## src/rtl/apb_write_sequencer.sv

```systemverilog
// apb_write_sequencer: APB master writing payload_0, payload_1 and data_size (addr 0,1,2) per command
module apb_write_sequencer #(
  parameter int DATA_W   = 8,
  parameter int ADDR_W   = 2,
  parameter int MAX_WAIT = 15
) (
  input  logic              pclk,
  input  logic              preset,
  input  logic              cmd_valid,
  output logic              cmd_ready,
  input  logic [DATA_W-1:0] cmd_payload_0,
  input  logic [DATA_W-1:0] cmd_payload_1,
  input  logic [4:0]        cmd_size,
  output logic              psel,
  output logic              penable,
  output logic              pwrite,
  output logic [ADDR_W-1:0] paddr,
  output logic [DATA_W-1:0] pwdata,
  input  logic              pready,
  input  logic              pslverr,
  output logic              done,
  output logic [1:0]        status,
  output logic [1:0]        err_idx
);
  localparam int WAIT_W = MAX_WAIT > 0 ? $clog2(MAX_WAIT + 1) : 1;
  localparam logic [1:0] ST_OK = 2'd0, ST_SLVERR = 2'd1, ST_TIMEOUT = 2'd2;
  typedef enum logic [1:0] {IDLE, SETUP, ACCESS} state_t;
  state_t state_q, state_d;
  logic [1:0] idx_q, idx_d, idx_n, status_q, status_d, err_q, err_d;
  logic [WAIT_W-1:0] wait_q, wait_d;
  logic [DATA_W-1:0] op1_q, op1_d, pwdata_q, pwdata_d;
  logic [4:0] size_q, size_d;
  logic [ADDR_W-1:0] paddr_q, paddr_d;
  logic psel_q, psel_d, penable_q, penable_d, done_q, done_d, timeout;
  assign cmd_ready = state_q == IDLE;
  assign idx_n = idx_q + 2'd1;
  assign timeout = MAX_WAIT != 0 && wait_q == WAIT_W'(MAX_WAIT);
  always_comb begin
    state_d   = state_q;
    idx_d     = idx_q;
    wait_d    = wait_q;
    op1_d     = op1_q;
    size_d    = size_q;
    psel_d    = psel_q;
    penable_d = penable_q;
    paddr_d   = paddr_q;
    pwdata_d  = pwdata_q;
    done_d    = 1'b0;
    status_d  = status_q;
    err_d     = err_q;
    case (state_q)
      IDLE: if (cmd_valid) begin
        state_d  = SETUP;
        idx_d    = 2'd0;
        wait_d   = '0;
        op1_d    = cmd_payload_1;
        size_d   = cmd_size;
        psel_d   = 1'b1;
        paddr_d  = '0;
        pwdata_d = cmd_payload_0;
      end
      SETUP: begin
        state_d   = ACCESS;
        penable_d = 1'b1;
      end
      default: if (!pready && !timeout) begin
        wait_d = wait_q + 1'b1;
      end else if (pready && !pslverr && idx_q != 2'd2) begin
        state_d   = SETUP;
        idx_d     = idx_n;
        wait_d    = '0;
        penable_d = 1'b0;
        paddr_d   = ADDR_W'(idx_n);
        pwdata_d  = idx_n == 2'd1 ? op1_q : DATA_W'(size_q);
      end else begin
        // Finish or abort: bus goes idle and the outcome is reported for one cycle
        state_d   = IDLE;
        psel_d    = 1'b0;
        penable_d = 1'b0;
        paddr_d   = '0;
        pwdata_d  = '0;
        done_d    = 1'b1;
        status_d  = !pready ? ST_TIMEOUT : pslverr ? ST_SLVERR : ST_OK;
        err_d     = pready && !pslverr ? 2'd0 : idx_q;
      end
    endcase
  end
  always_ff @(posedge pclk) begin
    if (preset) begin
      state_q   <= IDLE;
      idx_q     <= '0;
      wait_q    <= '0;
      op1_q     <= '0;
      size_q    <= '0;
      psel_q    <= 1'b0;
      penable_q <= 1'b0;
      paddr_q   <= '0;
      pwdata_q  <= '0;
      done_q    <= 1'b0;
      status_q  <= '0;
      err_q     <= '0;
    end else begin
      state_q   <= state_d;
      idx_q     <= idx_d;
      wait_q    <= wait_d;
      op1_q     <= op1_d;
      size_q    <= size_d;
      psel_q    <= psel_d;
      penable_q <= penable_d;
      paddr_q   <= paddr_d;
      pwdata_q  <= pwdata_d;
      done_q    <= done_d;
      status_q  <= status_d;
      err_q     <= err_d;
    end
  end
  assign psel    = psel_q;
  assign penable = penable_q;
  assign pwrite  = psel_q;
  assign paddr   = paddr_q;
  assign pwdata  = pwdata_q;
  assign done    = done_q;
  assign status  = status_q;
  assign err_idx = err_q;
endmodule
```

## config.mk

```make
export PLATFORM = sky130hd
export DESIGN_NAME = apb_write_sequencer
export DESIGN_NICKNAME = d
export VERILOG_FILES = /design/src/rtl/apb_write_sequencer.sv
export SDC_FILE = /design/constraint.sdc
export NUM_CORES = 1
export LEC_CHECK = 0
export ABC_AREA = 0
export CORE_ASPECT_RATIO = 0.5
export CORE_MARGIN = 2
export CORE_UTILIZATION = 45
export DETAILED_ROUTE_END_ITERATION = 6
export GPL_ROUTABILITY_DRIVEN = 1
export PLACE_DENSITY = 0.72
export SYNTH_ARGS = -nofsm -noshare
export SYNTH_HDL_FRONTEND = slang
export SYNTH_SLANG_ARGS = --single-unit
export TNS_END_PERCENT = 5
```

## constraint.sdc

```tcl
create_clock -name pclk -period 2.9 [get_ports pclk]
set_clock_uncertainty 0.05 [all_clocks]
set_input_delay 0.58 -clock pclk [delete_from_list [all_inputs] [get_ports pclk]]
set_output_delay 0.58 -clock pclk [all_outputs]
set_load 0.02 [all_outputs]
```

==> impl_results.md, run 1 <==
* Pin count of the biggest net entering global routing at 39
* Worst relative slew slack at 59.8%
* Maxcap violations at 0
* Slew Limit Fails at 0
* Residual DRC at 0
* Clock root cell: clkbuf_8
* Tmin final at 2.50 ns
* I/O Buffers at 44
* DIE AREA at 4390 sq um
* GP Congestion at 0.887
* Clock sink total at 38
* R2R depth at 6
* Fin util at 63.0%
* First-pass GRT wire length at 5.94 mm
* Htree depth at 2
* Post-synth top area share at 43.9%
* RSZ-0062 raised after global routing: false
* CTS tree: built
* Worst hold path startpoint: size_q[4]$_SDFFE_PP0P_
* Initial antenna violation count at 0
* Critical Path Fanout Max at 18
* Peak VDD IR at 0.238 mV
* Nature of the critical path startpoint: register
* Leading cell types by count after synthesis: dfxtp_1 (38), nand2_1 (36), a21oi_1 (28)
* Total CTS buffers at 5
* Reg-to-reg setup timing slack at 1.01 ns
* CTS max path bufs at 2
* IO Count at 45
* # hold bufs at CTS at 0
* Pwr dens at 538 nW/um^2
* Tcrit/Tclk final at 86.1%
* Sequential cell area fraction in the yosys report at 43.9%
* Final Hold Fails at 0
* Setup tns final at 0 ns
* Final hold slack at 0.407 ns
* Die Width at 91.8 um
* Iteration-0 DRC Markers at 67
* Post-Syn Area per Cell at 8.80 sq um
* Placed cells at 281
* Worst flop-to-flop path endpoint: pwdata[4]$_SDFFE_PP0P_
* Status: completed
* Critical Path End Type: primary output
* Fillers at 336
* Met2 routed WL at 1.77 mm
* Met1 Wirelength at 1.73 mm
* ANT nets after route at 0
* Worst R2R Start: idx_q[0]$_SDFFE_PP0P_
* Share of cells above drive strength 1 at 11.4%
* Slew @ Worst Pin at 0.590 ns
* Synth warnings at 0
* Total GRT Usage at 17.6%
* Setup-failing EPs final at 0
* Via count at 1505
* Worst-path cell chain: or2_4, inv_4, clkdlybuf4s50_1
* Syn Nets at 226
* Slowest CP cell: clkdlybuf4s50_1
* Final nets at 266
* Die Ht at 47.9 um
* Main synth FF type: dfxtp_1
* Netlist cell types at 37
* DRT Pass-1 Iters at 4
* Via density at 5.23
* Top sig layer: met4
* Detail Route met3 WL at 143 um
* CORE AREA at 3570 sq um
* Drt total wl at 3.67 mm
* GRT overflow at 0
* Max Fclk at 0.401 GHz
* Leak at 0.000806 uW
* Final std cells w/o fill at 288
* Gate Count Post-Synth at 197
* Register area at 761 sq um
* # Post-CTS Setup Buffers at 0
* Biggest area consumer among synthesized cells: dfxtp_1
* Area contributors post-synth: dfxtp_1 (44%), a21oi_1 (8.1%), nand2_1 (7.8%), a211oi_2 (4.3%), nor2_1 (4.1%)
* Hold depth at 2
* Worst Hold Class: register to register
* CP arrival at 1.87 ns
* Post-Syn Area at 1730 sq um
* CTS resizes at 0
* Area of the multi-input gates at 866 sq um
* Site row count at 15
* CP max stage delay at 0.64 ns
* Setup CP Type: register to primary output
* Hold path endpoint: size_q[4]$_SDFFE_PP0P_
* Detail Placement HPWL at 2.62 mm
* Top-count cell post-synth: dfxtp_1
* Skew-Pair Late Insertion Delay at 0.28 ns
* Fraction of registers with async set/reset at 0%
* N_diodes at 0
* Worst EP required at 2.27 ns
* Initial Util at 48.6%
* Wire per inst at 12.8 um
* Clock slew at reported path FFs at 0.07 ns
* Area Growth Syn to Fin at 29.6%
* Post-synth EDFFs at 0
* Yosys reg bits at 38
* Vias in the first global route at 1346
cell families (layout without fill, tap and decap cells):
logic type | count (synthesis) | count (layout) | synth area share, %
fa+ha+maj | 3 | 3 | 2.17
mux | 6 | 6 | 4.19
buf+inv | 18 | 58 | 6.14
compound gates | 47 | 47 | 19.1
flops | 38 | 38 | 43.9
simple gates | 85 | 85 | 24.5
flip-flops by register name, summed over array words and instances (netlist names):
| register | count |
|---|---|
| paddr | 2 |
| wait_q | 4 |
| state_q | 2 |
| size_q | 5 |
| idx_q | 2 |
| pwdata | 8 |
| op1_q | 8 |
| done | 1 |
| status | 2 |
| psel | 1 |
| err_idx | 2 |
| penable | 1 |
metrics by stage:
step	total power, uW	instance area, sq um	setup WS (ns)
3_3_place_gp	878	2170	0.494
6_report	1210	2250	0.404
3_5_place_dp	883	2170	0.440
5_1_grt	1270	2250	0.333
4_1_cts	1220	2250	0.422
2_1_floorplan	783	1730	1.21
layer usage:
| layer | GRT usage (%) | vias to the layer above |
|---|---|---|
| met3 | 5.67 | 4 |
| met5 | 0 | - |
| met2 | 32.6 | 27 |
| met4 | 5.37 | 0 |
| li1 | - | 766 |
| met1 | 20.6 | 708 |
worst max path at each step:
stage | depth (start not counted) | startpoint | slack, ns | to
3_3_place_gp | 5 | pready | 0.49 | pwdata[0]$_SDFFE_PP0P_
3_5_place_dp | 5 | pready | 0.44 | pwdata[4]$_SDFFE_PP0P_
2_1_floorplan | 6 | pready | 1.21 | pwdata[0]$_SDFFE_PP0P_
5_1_grt | 3 | state_q[1]$_SDFFE_PP0P_ | 0.33 | cmd_ready
4_1_cts | 3 | state_q[1]$_SDFFE_PP0P_ | 0.42 | cmd_ready
6_report | 3 | state_q[1]$_SDFFE_PP0P_ | 0.40 | cmd_ready
layout by cell type, fill, tap and decap left out:
cell             count
clkbuf_8             5
a21oi_1             28
dfxtp_1             38
a311oi_1             4
nand3b_1             1
a31oi_4              1
inv_4                1
and4bb_2             1
a41oi_1              1
nand3_1              2
inv_1                4
nor3_2               5
mux2i_1              5
o21ai_0              2
nand4b_1             1
or3_1                1
mux2i_4              1
or3b_1               1
a31o_2               1
a32oi_1              1
nor2_1              19
ha_1                 3
clkinv_2             2
nor3_1               6
nand4_1              3
clkdlybuf4s50_1     44
or2_4                1
nor3b_2              1
a22oi_1              2
nand2b_1             4
or4_1                1
buf_4                2
nor2b_1              2
a211oi_2             6
nand2_1             36
a211oi_1             1
where the power goes:
part | leakage [uW] | total (uW) | switching, uW | internal [uW]
Sequential | 0.000311 | 586 | 25.6 | 560
Combinational | 0.000451 | 285 | 155 | 130
Clock | 0.0000438 | 337 | 176 | 161
worst max-delay path: cells and delay by family, from the launching register on:
kind,cells,cell delay [ns]
buf+inv,2,0.83
flops,1,0.44
simple gates,1,0.31
layout make-up:
class | count | area share [%]
Multi-Input combinational cell | 141 | 38.6
Clock inverter | 2 | 0.446
Timing Repair Buffer | 46 | 20.3
Inverter | 5 | 0.947
Tap cell | 51 | 2.84
Sequential cell | 38 | 33.9
Clock buffer | 5 | 3.06
Note: power is estimated with default switching activity, not from simulation.
==> run 2: changes to the inputs <==
CTS_CLUSTER_DIAMETER = 30   (was default)
SETUP_SLACK_MARGIN = 0.4   (was default)
==> impl_results.md, run 2 (synthesized netlist as in run 1, its figures left out) <==
* Clock root cell: clkbuf_8
* Worst hold path startpoint: size_q[4]$_SDFFE_PP0P_
* Setup tns final at 0 ns (unchanged)
* R2R depth at 6 (unchanged)
* Die Width at 91.8 um (unchanged)
* Share of cells above drive strength 1 at 11.4% (unchanged)
* Wire per inst at 12.7 um (-0.19%)
* Maxcap violations at 0 (unchanged)
* Setup CP Type: input port to register
* Clock sink total at 38 (unchanged)
* Peak VDD IR at 0.238 mV (about the same)
* Detail Placement HPWL at 2.62 mm (unchanged)
* Initial Util at 48.6% (unchanged)
* Pwr dens at 536 nW/um^2 (-0.29%)
* Iteration-0 DRC Markers at 50 (-25%)
* Total power draw at 1210 uW (-0.18%)
* GRT overflow at 0 (unchanged)
* Drt total wl at 3.67 mm (-0.19%)
* CP arrival at 2.35 ns (+0.48 ns)
* Clock slew at reported path FFs at 0.07 ns (about the same)
* Die Ht at 47.9 um (unchanged)
* RSZ-0062 raised after global routing: false
* IO Count at 45 (unchanged)
* Final Hold Fails at 0 (unchanged)
* Residual DRC at 0 (unchanged)
* N_diodes at 0 (unchanged)
* Slew @ Worst Pin at 0.590 ns (-0.000176 ns)
* Critical Path Fanout Max at 9 (-9)
* Status: completed
* First-pass GRT wire length at 5.94 mm (unchanged)
* Critical Path End: pwdata[4]$_SDFFE_PP0P_
* Vias in the first global route at 1346 (unchanged)
* Critical Path End Type: register
* I/O Buffers at 44 (unchanged)
* Htree depth at 2 (unchanged)
* Initial antenna violation count at 0 (unchanged)
* Crit path from: pready
* Total CTS buffers at 5 (unchanged)
* Via count at 1506 (+0.066%)
* ANT nets after route at 0 (unchanged)
* Final nets at 266 (unchanged)
* Worst R2R Start: idx_q[0]$_SDFFE_PP0P_
* Tcrit/Tclk final at 75.6% (-10 points)
* # hold bufs at CTS at 0 (unchanged)
* CTS max path bufs at 2 (unchanged)
* Total GRT Usage at 17.6% (unchanged)
* Slew Limit Fails at 0 (unchanged)
* GP Congestion at 0.887 (unchanged)
* CTS tree: built
* Worst flop-to-flop path endpoint: pwdata[4]$_SDFFE_PP0P_
* Area Growth Syn to Fin at 29.7%
* Via density at 5.23 (about the same)
* DRT Pass-1 Iters at 4 (unchanged)
* Worst EP required at 3.05 ns (+0.78 ns)
* Most common cell after layout, fill and taps aside: clkdlybuf4s50_1
* Site row count at 15 (unchanged)
* Tmin final at 2.19 ns (-0.304 ns)
* DIE AREA at 4390 sq um (unchanged)
* Max Fclk at 0.456 GHz (+14%)
* Reg-to-reg setup timing slack at 1.01 ns (about the same)
* Setup-failing EPs final at 0 (unchanged)
* Most frequent cells in the layout: clkdlybuf4s50_1 (43), dfxtp_1 (38), nand2_1 (36)
* Pin count of the biggest net entering global routing at 39 (unchanged)
* Nature of the critical path startpoint: input port
* Skew-Pair Late Insertion Delay at 0.28 ns (about the same)
* Worst relative slew slack at 59.8% (about the same)
* CORE AREA at 3570 sq um (unchanged)
* Worst Hold Class: register to register
* Leak at 0.000811 uW (+0.68%)
## run 2: how the worst min path moves through the flow
stage	to	cells past startpoint	slack, ns
finish	size_q[4]$_SDFFE_PP0P_	2	0.41
global route	op1_q[4]$_SDFFE_PP0P_	2	0.43
CTS	size_q[4]$_SDFFE_PP0P_	2	0.41
detailed placement	size_q[1]$_SDFFE_PP0P_	2	0.40
global placement	size_q[1]$_SDFFE_PP0P_	2	0.39
floorplan	size_q[0]$_SDFFE_PP0P_	2	0.39
## run 2: routing by layer
| metal | GRT usage, % | wire [um] | up-vias |
|---|---|---|---|
| met4 | 5.37 | 20 | 0 |
| met5 | 0 | 0 | - |
| met2 | 32.6 | 1780 | 31 |
| met1 | 20.6 | 1710 | 707 |
| met3 | 5.67 | 149 | 2 |
| li1 | - | - | 766 |
## run 2: critical path, stage by stage
cell and delay, ns:
clkdlybuf4s50_1 0.66, or3b_1 0.59, nor3_2 0.23, a21oi_1 0.07
a211oi_2 0.21
## run 2: area by class of cell
class	instances	area, sq um
Clock inverter	2	10.0
Inverter	5	21.3
Multi-Input combinational cell	141	866
Timing Repair Buffer	46	458
Clock buffer	5	68.8
Tap cell	51	63.8
Sequential cell	38	761
Fill cell	335	1320
## run 2: what timing repair did
item	in CTS	in global routing
resized for setup	0	1
setup endpoints to repair	0	1
buffers inserted	0	0
hold endpoints to repair	0	0
## run 2: report_power, final
group / switching [uW] / total (uW) / internal (uW)
Clock: 174 / 336 / 161
Sequential: 25.4 / 586 / 560
Combinational: 155 / 284 / 129
## run 2: through the flow
step	utilization, %	hold slack [ns]	worst slack (ns)	std cells	instance area (sq um)
2_1_floorplan	-	0.386	1.21	197	1730
3_3_place_gp	60.8	0.392	0.494	281	2170
3_5_place_dp	60.8	0.398	0.440	281	2170
4_1_cts	63.0	0.409	0.422	288	2250
5_1_grt	63.1	0.435	0.625	288	2250
6_report	63.1	0.407	0.708	288	2250
==> run 3: changes to the inputs <==
clock period = 2.29 ns   (was 2.9 ns; I/O delays follow)
==> impl_results.md, run 3 (synthesized netlist as in run 1, its figures left out) <==
* Via count at 1510 (+0.27%)
* N_diodes at 0 (unchanged)
* Die Ht at 47.9 um (unchanged)
* CTS tree: built
* RSZ-0062 raised after global routing: true
* IO Count at 45 (unchanged)
* Area of the multi-input gates at 868 sq um (+0.29%)
* Maxcap violations at 0 (unchanged)
* Worst Hold Class: register to register
* I/O Buffers at 44 (unchanged)
* Crit path from: state_q[0]$_SDFFE_PP0P_
* Slew Limit Fails at 0 (unchanged)
* Nature of the critical path startpoint: register
* CP max stage delay at 0.35 ns (-0.31 ns)
* Setup-failing EPs final at 0 (unchanged)
* Delay-heaviest family, CP: buffers and inverters
* Wire per inst at 12.8 um (+0.70%)
* Clock slew at reported path FFs at 0.08 ns (about the same)
* Clock root cell: clkbuf_8
* Tmin final at 1.87 ns
* Site row count at 15 (unchanged)
* ANT nets after route at 0 (unchanged)
* Tcrit/Tclk final at 81.9%
* Critical Path Fanout Max at 18 (+9)
* Total GRT Usage at 17.8% (+0.13 points)
* Initial Util at 48.6% (unchanged)
* Initial antenna violation count at 0 (unchanged)
* Top sig layer: met4
* # Post-CTS Setup Buffers at 0 (unchanged)
* Leak at 0.000855 uW (+5.3%)
* Pwr dens at 776 nW/um^2 (+45%)
* CP arrival at 1.37 ns (-0.98 ns)
* Slowest CP cell: dfxtp_1
* First-pass GRT wire length at 5.99 mm (+0.82%)
* Worst-path cell chain: or2_4, inv_6, clkdlybuf4s15_2
* Via density at 5.17 (-1.1%)
* Fillers at 308 (-8.1%)
* Placed Area at 2200 sq um (+1.6%)
* Htree depth at 2 (unchanged)
* GP Congestion at 0.807 (-9.0%)
* Worst EP required at 1.78 ns (-1.27 ns)
* Final hold slack at 0.406 ns (-0.000145 ns)
* Fin util at 65.9% (+2.9 points)
* Setup CP Type: register to primary output
* Detail Placement HPWL at 2.64 mm (+0.75%)
* Met2 routed WL at 1.81 mm (+1.5%)
* GRT overflow at 0 (unchanged)
* Area Growth Syn to Fin at 35.7%
* Vias in the first global route at 1346 (unchanged)
* Register area at 761 sq um (unchanged)
* Drt total wl at 3.74 mm (+2.1%)
* CORE AREA at 3570 sq um (unchanged)
* Residual DRC at 0 (unchanged)
* Die Width at 91.8 um (unchanged)
* Share of cells above drive strength 1 at 13.7% (+2.3 points)
* DIE AREA at 4390 sq um (unchanged)
* Skew-Pair Late Insertion Delay at 0.29 ns (about the same)
* Detail Route met3 WL at 176 um (+18%)
* Slew @ Worst Pin at 0.446 ns (-0.144 ns)
* Peak VDD IR at 0.399 mV (+68%)
* Status: completed
* Clock sink total at 38 (unchanged)
* Final Hold Fails at 0 (unchanged)
* Most frequent cells in the layout: clkdlybuf4s50_1 (43), dfxtp_1 (38), nand2_1 (36)
* Critical Path End Type: primary output
* Pin count of the biggest net entering global routing at 39 (unchanged)
* Total power draw at 1820 uW (+51%)
* Worst R2R Start: idx_q[0]$_SDFFE_PP0P_
* Most common cell after layout, fill and taps aside: clkdlybuf4s50_1
* Met1 Wirelength at 1.72 mm (+0.35%)
* CTS max path bufs at 2 (unchanged)
* Total CTS buffers at 5 (unchanged)
* DRT Pass-1 Iters at 4 (unchanged)
* # hold bufs at CTS at 0 (unchanged)
* Worst relative slew slack at 70.3% (+10 points)
* Crit path buf inv count at 2 (+1)
* Iteration-0 DRC Markers at 57 (+14%)
* Final Instance Area at 2350 sq um (+4.6%)
* Final nets at 269 (+1.1%)
* Max Fclk at 0.533 GHz
* Worst hold path startpoint: size_q[4]$_SDFFE_PP0P_
* Setup tns final at 0 ns (unchanged)
[run 3: stage by stage]
step           setup WS, ns  instances
4_1_cts               0.408        292
3_3_place_gp          0.190        284
5_1_grt               0.357        292
6_report              0.415        292
2_1_floorplan         0.674        197
3_5_place_dp          0.146        284
[run 3: path summary, 6_finish.rpt]
check,end,slack [ns],depth (start not counted)
setup / recovery,cmd_ready,0.42,3
hold / removal,size_q[4]$_SDFFE_PP0P_,0.41,2
setup reg to reg,pwdata[0]$_SDFFE_PP0P_,0.54,6
hold reg to reg,size_q[4]$_SDFFE_PP0P_,0.41,2
[run 3: metal layers]
layer,vias to the layer above,global-route usage [%]
li1,772,-
met5,-,0
met2,34,32.8
met1,699,20.9
met3,5,4.72
met4,0,7.16
[run 3: area by class of cell]
class                   instances  share of cell area, %
inverters                       5                   1.01
flip-flops and latches         38                   32.4
multi-input cells             141                   36.9
clock buffers                   6                   3.51
clock inverters                 2                   2.55
repair buffers                 49                   20.9
well taps                      51                   2.71
[run 3: worst min-delay path, stage by stage (launching register included)]
cell	delay, ns
dfxtp_1	0.31
nand2_1	0.05
a21oi_1	0.05
[run 3: power breakdown]
group          switching [uW]  internal (uW)  total, uW
Sequential               27.1            709        737
Clock                     241            465        705
Combinational             204            178        382
Total                     472           1350       1820
[run 3: repair_timing]
action / in CTS / in global routing
pin swaps: 0 / 0
endpoints found under the setup margin: 1 / 14
resized for setup: 4 / 1
